===== src/rtl/mac_accum_if.sv =====
// mac_accum_if: product input and result output handshakes of the dot-product accumulator
interface mac_accum_if #(
  parameter int DATA_W = 8,
  parameter int K_LEN  = 8,
  parameter int ACC_W  = 2*DATA_W + $clog2(K_LEN) + 1
);
  logic                       prod_valid;
  logic                       prod_ready;
  logic [2*DATA_W-1:0]        prod_data;
  logic                       acc_clr;
  logic                       out_valid;
  logic                       out_ready;
  logic [ACC_W-1:0]           out_data;
  logic [$clog2(K_LEN+1)-1:0] term_cnt;
  modport master (
    output prod_valid, prod_data, acc_clr, out_ready,
    input  prod_ready, out_valid, out_data, term_cnt
  );
  modport slave (
    input  prod_valid, prod_data, acc_clr, out_ready,
    output prod_ready, out_valid, out_data, term_cnt
  );
endinterface


===== src/rtl/mac_accum.sv =====
// mac_accum: sums K_LEN signed products into one dot product held in a one-entry output register
module mac_accum #(
  parameter int DATA_W = 8,
  parameter int K_LEN  = 8,
  parameter int ACC_W  = 2*DATA_W + $clog2(K_LEN) + 1
) (
  input logic        clk,
  input logic        rst,
  mac_accum_if.slave bus
);
  localparam int CW = $clog2(K_LEN+1);
  localparam logic [CW-1:0] LAST_CNT = CW'(K_LEN-1);
  typedef enum logic {ACCUM, LAST} state_t;
  state_t           state;
  logic [ACC_W-1:0] acc_q, acc_d, out_data_q, out_data_d, sum;
  logic [CW-1:0]    cnt_q, cnt_d;
  logic             out_valid_q, out_valid_d, accept, final_acc, ready;
  always_comb begin
    state     = (cnt_q == LAST_CNT) ? LAST : ACCUM;
    ready     = !(state == LAST && out_valid_q && !bus.out_ready);
    accept    = bus.prod_valid && ready && !bus.acc_clr;
    final_acc = accept && state == LAST;
    sum       = acc_q + {{(ACC_W-2*DATA_W){bus.prod_data[2*DATA_W-1]}}, bus.prod_data};
    acc_d       = (bus.acc_clr || final_acc) ? '0 : accept ? sum : acc_q;
    cnt_d       = (bus.acc_clr || final_acc) ? '0 : accept ? cnt_q + CW'(1) : cnt_q;
    out_valid_d = final_acc || (out_valid_q && !bus.out_ready);
    out_data_d  = final_acc ? sum : out_data_q;
  end
  always_ff @(posedge clk) begin
    if (rst) begin
      acc_q       <= '0;
      cnt_q       <= '0;
      out_valid_q <= 1'b0;
      out_data_q  <= '0;
    end else begin
      acc_q       <= acc_d;
      cnt_q       <= cnt_d;
      out_valid_q <= out_valid_d;
      out_data_q  <= out_data_d;
    end
  end
  assign bus.prod_ready = ready;
  assign bus.out_valid  = out_valid_q;
  assign bus.out_data   = out_data_q;
  assign bus.term_cnt   = cnt_q;
endmodule

===== src/flat_wrapper.sv =====
// flat-port wrapper written by rule: the top's interface ports become plain ports
module mac_accum_flat 
#(
  parameter int DATA_W = 8,
  parameter int K_LEN  = 8,
  parameter int ACC_W  = 2*DATA_W + $clog2(K_LEN) + 1
)
  (clk, rst, bus_prod_valid, bus_prod_data, bus_acc_clr, bus_out_ready, bus_prod_ready, bus_out_valid, bus_out_data, bus_term_cnt);
  mac_accum_if #(.DATA_W(DATA_W), .K_LEN(K_LEN), .ACC_W(ACC_W)) bus_i ();
  input logic clk;
  input logic rst;
  input wire logic [$bits(bus_i.prod_valid)-1:0] bus_prod_valid;
  input wire logic [$bits(bus_i.prod_data)-1:0] bus_prod_data;
  input wire logic [$bits(bus_i.acc_clr)-1:0] bus_acc_clr;
  input wire logic [$bits(bus_i.out_ready)-1:0] bus_out_ready;
  output wire logic [$bits(bus_i.prod_ready)-1:0] bus_prod_ready;
  output wire logic [$bits(bus_i.out_valid)-1:0] bus_out_valid;
  output wire logic [$bits(bus_i.out_data)-1:0] bus_out_data;
  output wire logic [$bits(bus_i.term_cnt)-1:0] bus_term_cnt;
  assign bus_i.prod_valid = bus_prod_valid;
  assign bus_i.prod_data = bus_prod_data;
  assign bus_i.acc_clr = bus_acc_clr;
  assign bus_i.out_ready = bus_out_ready;
  assign bus_prod_ready = bus_i.prod_ready;
  assign bus_out_valid = bus_i.out_valid;
  assign bus_out_data = bus_i.out_data;
  assign bus_term_cnt = bus_i.term_cnt;
  mac_accum #(.DATA_W(DATA_W), .K_LEN(K_LEN), .ACC_W(ACC_W)) u_core (.clk(clk), .rst(rst), .bus(bus_i));
endmodule

===== config.mk =====
export PLATFORM = sky130hd
export DESIGN_NAME = mac_accum_flat
export DESIGN_NICKNAME = d
export VERILOG_FILES = /design/src/rtl/mac_accum_if.sv /design/src/rtl/mac_accum.sv /design/src/flat_wrapper.sv
export SDC_FILE = /design/constraint.sdc
export NUM_CORES = 1
export LEC_CHECK = 0
export CORE_MARGIN = 2
export CORE_UTILIZATION = 46
export DETAILED_ROUTE_END_ITERATION = 8
export HOLD_SLACK_MARGIN = 0.02
export PLACE_DENSITY = 0.72
export SKIP_CTS_REPAIR_TIMING = 1
export SLEW_MARGIN = 20
export SYNTH_ARGS = -nofsm -noshare
export SYNTH_HDL_FRONTEND = slang
export SYNTH_SLANG_ARGS = --single-unit

===== constraint.sdc =====
create_clock -name clk -period 2.3 [get_ports clk]
set_input_delay 0.345 -clock clk [delete_from_list [all_inputs] [get_ports clk]]
set_output_delay 0.345 -clock clk [all_outputs]
set_load 0.01 [all_outputs]

Yosys cells after proc, flatten, opt, wreduce, memory -nomap -nowiden
Cells that the tools add are included.
Word-level totals
  output and inout port bits: 26
  word-level logic and storage cells: 20
  register bits: 45
  input port bits: 21
Operators by class
  equality and inequality tests: 1
  mux-type cells: 1
  add/subtract/negate cells: 2
  reductions and logical operators: 12
Operators with widths (number)
  20-bit adder: 1
  1-bit logical AND: 6
  4-bit by 1-bit adder with 4-bit output, second input constant: 1
  4-bit by 3-bit equality test with 1-bit output, second input constant: 1
  1-bit logical NOT: 3
  1-bit logical OR: 2
  2-bit OR reduction: 1
  1-bit two-way mux: 1

Depth between registers and ports, before layout
Gate-level depths: netlist of run 1.
  depth in word-level cells: 10
  gate-level depth with buffers: 10
  gate-level depth less buffers: 9

Worst setup path after synthesis of run 1
OpenSTA, ideal clock, no wires.
  path type: input to register
  start point: in bus_prod_data[0]
  end point: reg u_core.out_data_q[12], in the netlist u_core.bus.out_data[12]
  library setup time: 0.122 ns
  slack: -0.056 ns
  arrival time: 2.234 ns
  required time: 2.178 ns
  path buffers: 0
  cell stages on the path: 9
  path through: ha_1 fa_1 a21oi_1 nand4b_1 nand2_1 a31o_2 a31oi_1 nor4_1 a311o_1
On the way
  word-level cells in the longest chain between the ends: 1
RTL lines
  start: declaration: line flat_wrapper.sv:13  | input wire logic [$bits(bus_i.prod_data)-1:0] bus_prod_data;
  20-bit adder: line mac_accum.sv:23  | sum = acc_q + {{(ACC_W-2*DATA_W){bus.prod_data[2*DATA_W-1]}}, bus.prod_data};
  end signal: assignment: line mac_accum.sv:39  | out_data_q <= out_data_d;
  end: declaration: line mac_accum.sv:15  | logic [ACC_W-1:0] acc_q, acc_d, out_data_q, out_data_d, sum;
Every way passes these cells.
A chain may end at the register's enable or synchronous reset.

Worst setup path in the final report of run 1
  start point: reg u_core.acc_q[0]
  end point: reg u_core.out_data_q[18], in the netlist u_core.bus.out_data[18]
On the way
  word-level cells in the longest chain between the ends: 1
RTL lines
  start: declaration: line mac_accum.sv:15
  start signal: assignment: line mac_accum.sv:31  | acc_q <= '0;
  start signal: assignment: line mac_accum.sv:36  | acc_q <= acc_d;
  20-bit adder: line mac_accum.sv:23
Every way passes these cells.

==> reports/results.ini, run 1 <==
[synth]
syn_inst = 330
ys.flop_type = dfxtp_1
synth_cell_types = 53
yosysMostFrequentCell = nand2_1
synth_area_per_cell_um2 = 8.25
synth_edf_count = 0
synthArstFlopShare_pct = 0
netlist_top_cells_count = nand2_1, dfxtp_1, a21oi_1
ys_seq_area_share_pct = 33.1
synth_top_cell_area_share_pct = 33.1
synthTopCellsByArea = dfxtp_1, ha_1, nand2_1
ys_ff_latch = 45
synth_largest_area_cell = dfxtp_1
synth_fp_nets = 372
synthesis.area_mm2 = 0.00272
ys_warn_count = 0

[clocking]
cts-htree-levels = 2
cts-root-buf = clkbuf_8
numCtsBuffers = 5
clock_latency_ns = 0.31
cts.clk_slew.worst_paths_ns = 0.10
cts_sinks = 45
max-clock-path-buffers = 2
cts_tree = built

[placed_design]
dpl.cell_count = 494
port_buffers = 46
dp_hpwl_um = 5690
dpl_cell_area_mm2 = 0.00366
place.gp.congestion = 0.867

[pwr]
irDropWorstVdd_mv = 0.306
power_density_mw_per_mm2 = 421
p_leak_nw = 1.78
p_total_mw = 1.72

[critical_path]
worstSetupEndpointType = flop
cp-start-kind = flop
cp_slowest_stage_delay_ns = 0.45
path_cells = ha_4 -> fa_2 -> a21oi_2 -> nand4b_1 -> a21oi_2 -> o21ai_1 -> o41a_1 -> and4_4 -> a311o_1
worst_path_most_repeated_cell = a21oi_2
crit_path_top_delay_cell = o41a_1
cp.arrival_ns = 2.50
crit_type = reg2reg
required_ns = 2.50
critical_path_peak_fanout = 4

[global_route]
grt_pass1_wl_um = 12300
grt.total_usage_pct = 24.0
grt_max_degree = 18
busiest_layer = met2
grt_pass1_vias = 2690
met2_usage_pct = 41.9
gr-usage-met1_pct = 31.7
use_met3_pct = 2.44
antenna_found_initial = 0
grt-ovfl-total = 0

[sta]
post-route-period-util_pct = 99.7
timing.final.max_slew_violations = 0
rsz0062_at_grt = true
clock_skew_ns = 0.00485
hold_viol_final = 0
fmax_mhz = 436
setup_viol = 0
relSlewSlack_pct = 74.7
finalCriticalPeriod_ns = 2.29
setup_tns_ns = 0
worst_pin_slew_ns = 0.380

[floorplanning]
dieHeight_um = 80.9
fp.coreArea_mm2 = 0.00582
placement_rows = 28
initial_core_util_pct = 46.8
dieArea_mm2 = 0.00655
dieWidth_um = 80.9
num_io_pins = 47

[detailed_routing]
wl_um = 7850
drc = 0
vias = 2767
wire_per_inst_um = 15.5
first_pass_iters = 4
antenna_left = 0
vias_per_cell = 5.47
drt_iter0_drc = 181

[run_status]
status = finished clean

[hold_path]
hold_class = reg2reg

[final_layout]
area_delta_synth_final_pct = 50.5
drive_gt1_share_pct = 27.1
antenna_cells = 0
final_area_mm2 = 0.00410
nets = 472
fin_cells = 506

[job]
drv_cap = 0

## area by class of cell
type | count | area [µm²]
repair buffers | 112 | 980
well taps | 75 | 93.8
inverters | 5 | 18.8
fillers | 486 | 1720
clock buffers | 5 | 68.8
clock inverters | 3 | 28.8
multi-input cells | 261 | 2000
flip-flops and latches | 45 | 903
## routing by layer
layer / vias to the layer above / routed length, µm
met2: 40 / 4020
met4: 0 / 75
li1: 1392 / -
met3: 6 / 205
met5: - / 0
met1: 1329 / 3550
## kinds of logic (layout without fill, tap and decap cells)
kind of cell	Yosys count	count (layout)	synth area share [%]
flip-flops	45	45	33.1
adder cells (fa/ha/maj)	21	21	9.93
XOR/XNOR	16	16	5.66
multiplexers	1	1	0.414
AO/OA/AOI/OAI	91	91	23.8
buffers and inverters	24	125	4.09
AND/OR/NAND/NOR	132	132	23.0
## layout by cell type (no fill, tap or decap), drive strengths merged, types with 2 or more instances in the layout
master	count
nand3b	4
a311o	4
and4	4
nor2	23
buf	66
clkdlybuf4s50	38
a211oi	7
a21oi	41
a211o	3
clkbuf	5
xor2	8
o21ai	6
and3	5
nand2b	2
a21o	13
nor3	4
inv	8
o211ai	3
dlymetal6s2s	8
nand4	5
nor4	7
ha	20
a31oi	3
nand4b	2
nand3	6
xnor2	7
dfxtp	45
nand2	65
a31o	2
## path summary, 6_finish.rpt
kind / cells after the start / end / slack [ns] / startpoint
worst max-delay path: 9 / u_core.bus.out_data[18] / 0.006 / u_core.acc_q[0]
worst min-delay path: 2 / u_core.bus.out_data[11] / 0.46 / u_core.bus.out_data[11]
worst max register to register: 9 / u_core.bus.out_data[18] / 0.006 / u_core.acc_q[0]
worst min register to register: 2 / u_core.bus.out_data[11] / 0.46 / u_core.bus.out_data[11]
## critical path, delay by kind of cell (launching register included)
family          cells  cell delay (ns)
simple gates        2             0.40
fa+ha+maj           2             0.36
flops               1             0.37
compound gates      5             1.06
## power by group
group / internal, mW / switching, mW
registers: 0.789 / 0.00887
logic: 0.187 / 0.189
clock network: 0.230 / 0.319
## per-stage QoR
stage / utilization [%] / setup WS [ns] / hold WS (ns)
4_1_cts: 64.7 / -0.263 / 0.467
5_1_grt: 70.4 / -0.113 / 0.486
2_1_floorplan: - / 0.00773 / 0.424
6_report: 70.4 / 0.00586 / 0.464
3_3_place_gp: 63.0 / -0.553 / 0.444
3_5_place_dp: 63.0 / -0.591 / 0.452
## state kept, by name, indices dropped and copies added, names as in the netlist
name and count:
u_core.bus.out_data 20, u_core.bus.out_valid 1, u_core.acc_q 20, u_core.bus.term_cnt 4
Note: power is estimated with default switching activity, not from simulation.
==> run 2: changes to the inputs <==
Settings changed: CORE_MARGIN 2 to 1.
==> reports/results.ini, run 2 (synthesis gave the netlist of run 1 again) <==
[pwr]
swShare_pct = 29.6  ; -0.41 points
p_total_mw = 1.69  ; -2.0%
power_switching_mw = 0.500  ; -3.4%
p_leak_nw = 1.80  ; +1.1%
combPwrFrac_pct = 22.5  ; +0.7 points
seqPwrFrac_pct = 47.2  ; +0.9 points
power_density_mw_per_mm2 = 409  ; -2.8%
p_int_mw = 1.19  ; -1.5%
p_clk_share_pct = 30.2  ; -1.7 points
irDropWorstVdd_mv = 0.319  ; +4.2%

[detailed_routing]
drc = 0  ; unchanged
wl_um = 8140  ; +3.7%
vias_per_cell = 5.70  ; +4.2%
antenna_left = 0  ; unchanged
wire_per_inst_um = 16.1  ; +4.1%
drt_iter0_drc = 228  ; +26%
first_pass_iters = 5  ; +1
vias = 2873  ; +3.8%

[global_route]
grt_max_degree = 24  ; +6
antenna_found_initial = 0  ; unchanged
grt.total_usage_pct = 24.5  ; +0.50 points
grt_pass1_wl_um = 12100  ; -1.9%
grt-ovfl-total = 0  ; unchanged
grt_pass1_vias = 2587  ; -3.8%

[sta]
clock_skew_ns = 0.00422  ; -0.000633 ns
setup_viol = 1  ; +1
hold_viol_final = 0  ; unchanged
timing.final.max_slew_violations = 0  ; unchanged
setup_ws_ns = -0.0182  ; -0.0241 ns
relSlewSlack_pct = 72.5  ; -2.1 points
fmax_mhz = 431  ; -1.0%
worst_pin_slew_ns = 0.410  ; +0.0305 ns
post-route-period-util_pct = 101  ; +1.0 points
finalCriticalPeriod_ns = 2.32  ; +0.0241 ns
rsz0062_at_grt = true
hold_slack_ns = 0.457  ; -0.00739 ns
setup_tns_ns = -0.0182  ; -0.0182 ns

[clocking]
cts-htree-levels = 2  ; unchanged
cts-root-buf = clkbuf_8
cts_tree = built
cts_sinks = 45  ; unchanged
clock_latency_ns = 0.30  ; about the same
max-clock-path-buffers = 2  ; unchanged
numCtsBuffers = 5  ; unchanged
cts.clk_slew.worst_paths_ns = 0.09  ; about the same

[critical_path]
rrSetupSlack_ns = -0.02  ; -0.02 ns
crit_path_top_delay_cell = o41ai_4
crit_type = reg2reg
cp_slowest_stage_delay_ns = 0.46  ; about the same
cp.arrival_ns = 2.51  ; about the same
cp_top_family = compound AO/OA/AOI/OAI gates
cp-start-kind = flop
rr_startpoint = u_core.acc_q[10]
required_ns = 2.50  ; about the same
rr_endpoint = u_core.acc_q[19]
path_buf_inv = 0  ; unchanged
path_cells = ha_4 -> a211oi_2 -> nor2_2 -> o41ai_4 -> o211ai_4 -> nor3_2 -> nand4b_1 -> mux2_4
worstSetupEndpointType = flop
rr_worst_depth = 8  ; -1
critical_path_peak_fanout = 5  ; +1

[final_layout]
area_delta_synth_final_pct = 51.7
final_area_mm2 = 0.00413  ; +0.79%
antenna_cells = 0  ; unchanged
nets = 473  ; +0.21%
drive_gt1_share_pct = 28.5  ; +1.3 points
fin_util_pct = 73.6  ; +3.2 points
fin_cells = 504  ; -0.40%
final_common_cell = buf_4
final_cell_mix = buf_4, nand2_1, dfxtp_1, clkdlybuf4s50_1, a21oi_1

[hold_path]
hold_end = u_core.bus.out_data[3]
hp-start = u_core.bus.out_data[3]
holdPathStages = 2  ; unchanged
hold_class = reg2reg

[placed_design]
port_buffers = 46  ; unchanged
place.gp.congestion = 0.842  ; -2.8%
dpl_cell_area_mm2 = 0.00361  ; -1.3%
dp_hpwl_um = 5540  ; -2.6%
post-place-ws_ns = -0.612  ; -0.0207 ns
dpl.cell_count = 485  ; -1.8%

[floorplanning]
dieWidth_um = 78.9  ; -2.5%
fp.coreArea_mm2 = 0.00561  ; -3.6%
dieArea_mm2 = 0.00623  ; -4.9%
num_io_pins = 47  ; unchanged
initial_core_util_pct = 48.5  ; +1.7 points
placement_rows = 27  ; -3.6%
dieHeight_um = 78.9  ; -2.5%

[run_status]
status = finished, violations left
violations = setup timing

[job]
drv_cap = 0  ; unchanged

-- run 2: power by group through the flow --
stage	Sequential (mW)	Clock, mW	Combinational [mW]
2_1_floorplan	0.812	0	0.176
3_3_place_gp	0.812	0	0.313
3_5_place_dp	0.813	0	0.317
4_1_cts	0.795	0.518	0.320
5_1_grt	0.799	0.560	0.410
6_report	0.797	0.510	0.381
-- run 2: area by class of cell --
cell class | count | area (µm²)
Sequential cell | 45 | 903
Fill cell | 412 | 1480
Clock inverter | 3 | 22.5
Multi-Input combinational cell | 261 | 2030
Tap cell | 72 | 90.1
Inverter | 5 | 18.8
Timing Repair Buffer | 113 | 991
Clock buffer | 5 | 68.8
-- run 2: worst min-delay path: stages, from the launching register on --
cell and delay (ns):
dfxtp_1 0.32, nand2_1 0.05, a21oi_1 0.05
-- run 2: worst max-delay path by stage --
stage / start / endpoint / slack, ns / cells after the start
floorplan: bus_prod_data[6] / u_core.acc_q[19] / 0.008 / 9
global placement: bus_prod_data[0] / u_core.bus.out_data[18] / -0.54 / 10
detailed placement: bus_prod_data[0] / u_core.bus.out_data[16] / -0.61 / 10
CTS: bus_prod_data[0] / u_core.bus.out_data[16] / -0.29 / 10
global route: u_core.acc_q[0] / u_core.bus.out_data[14] / -0.09 / 11
finish: u_core.acc_q[10] / u_core.acc_q[19] / -0.02 / 8
-- run 2: per-layer routing --
metal	wire length (µm)	vias up	GRT usage, %
li1	-	1395	-
met1	3650	1394	32.4
met2	4100	71	41.9
met3	257	13	3.68
met4	133	0	5.27
met5	0	-	0
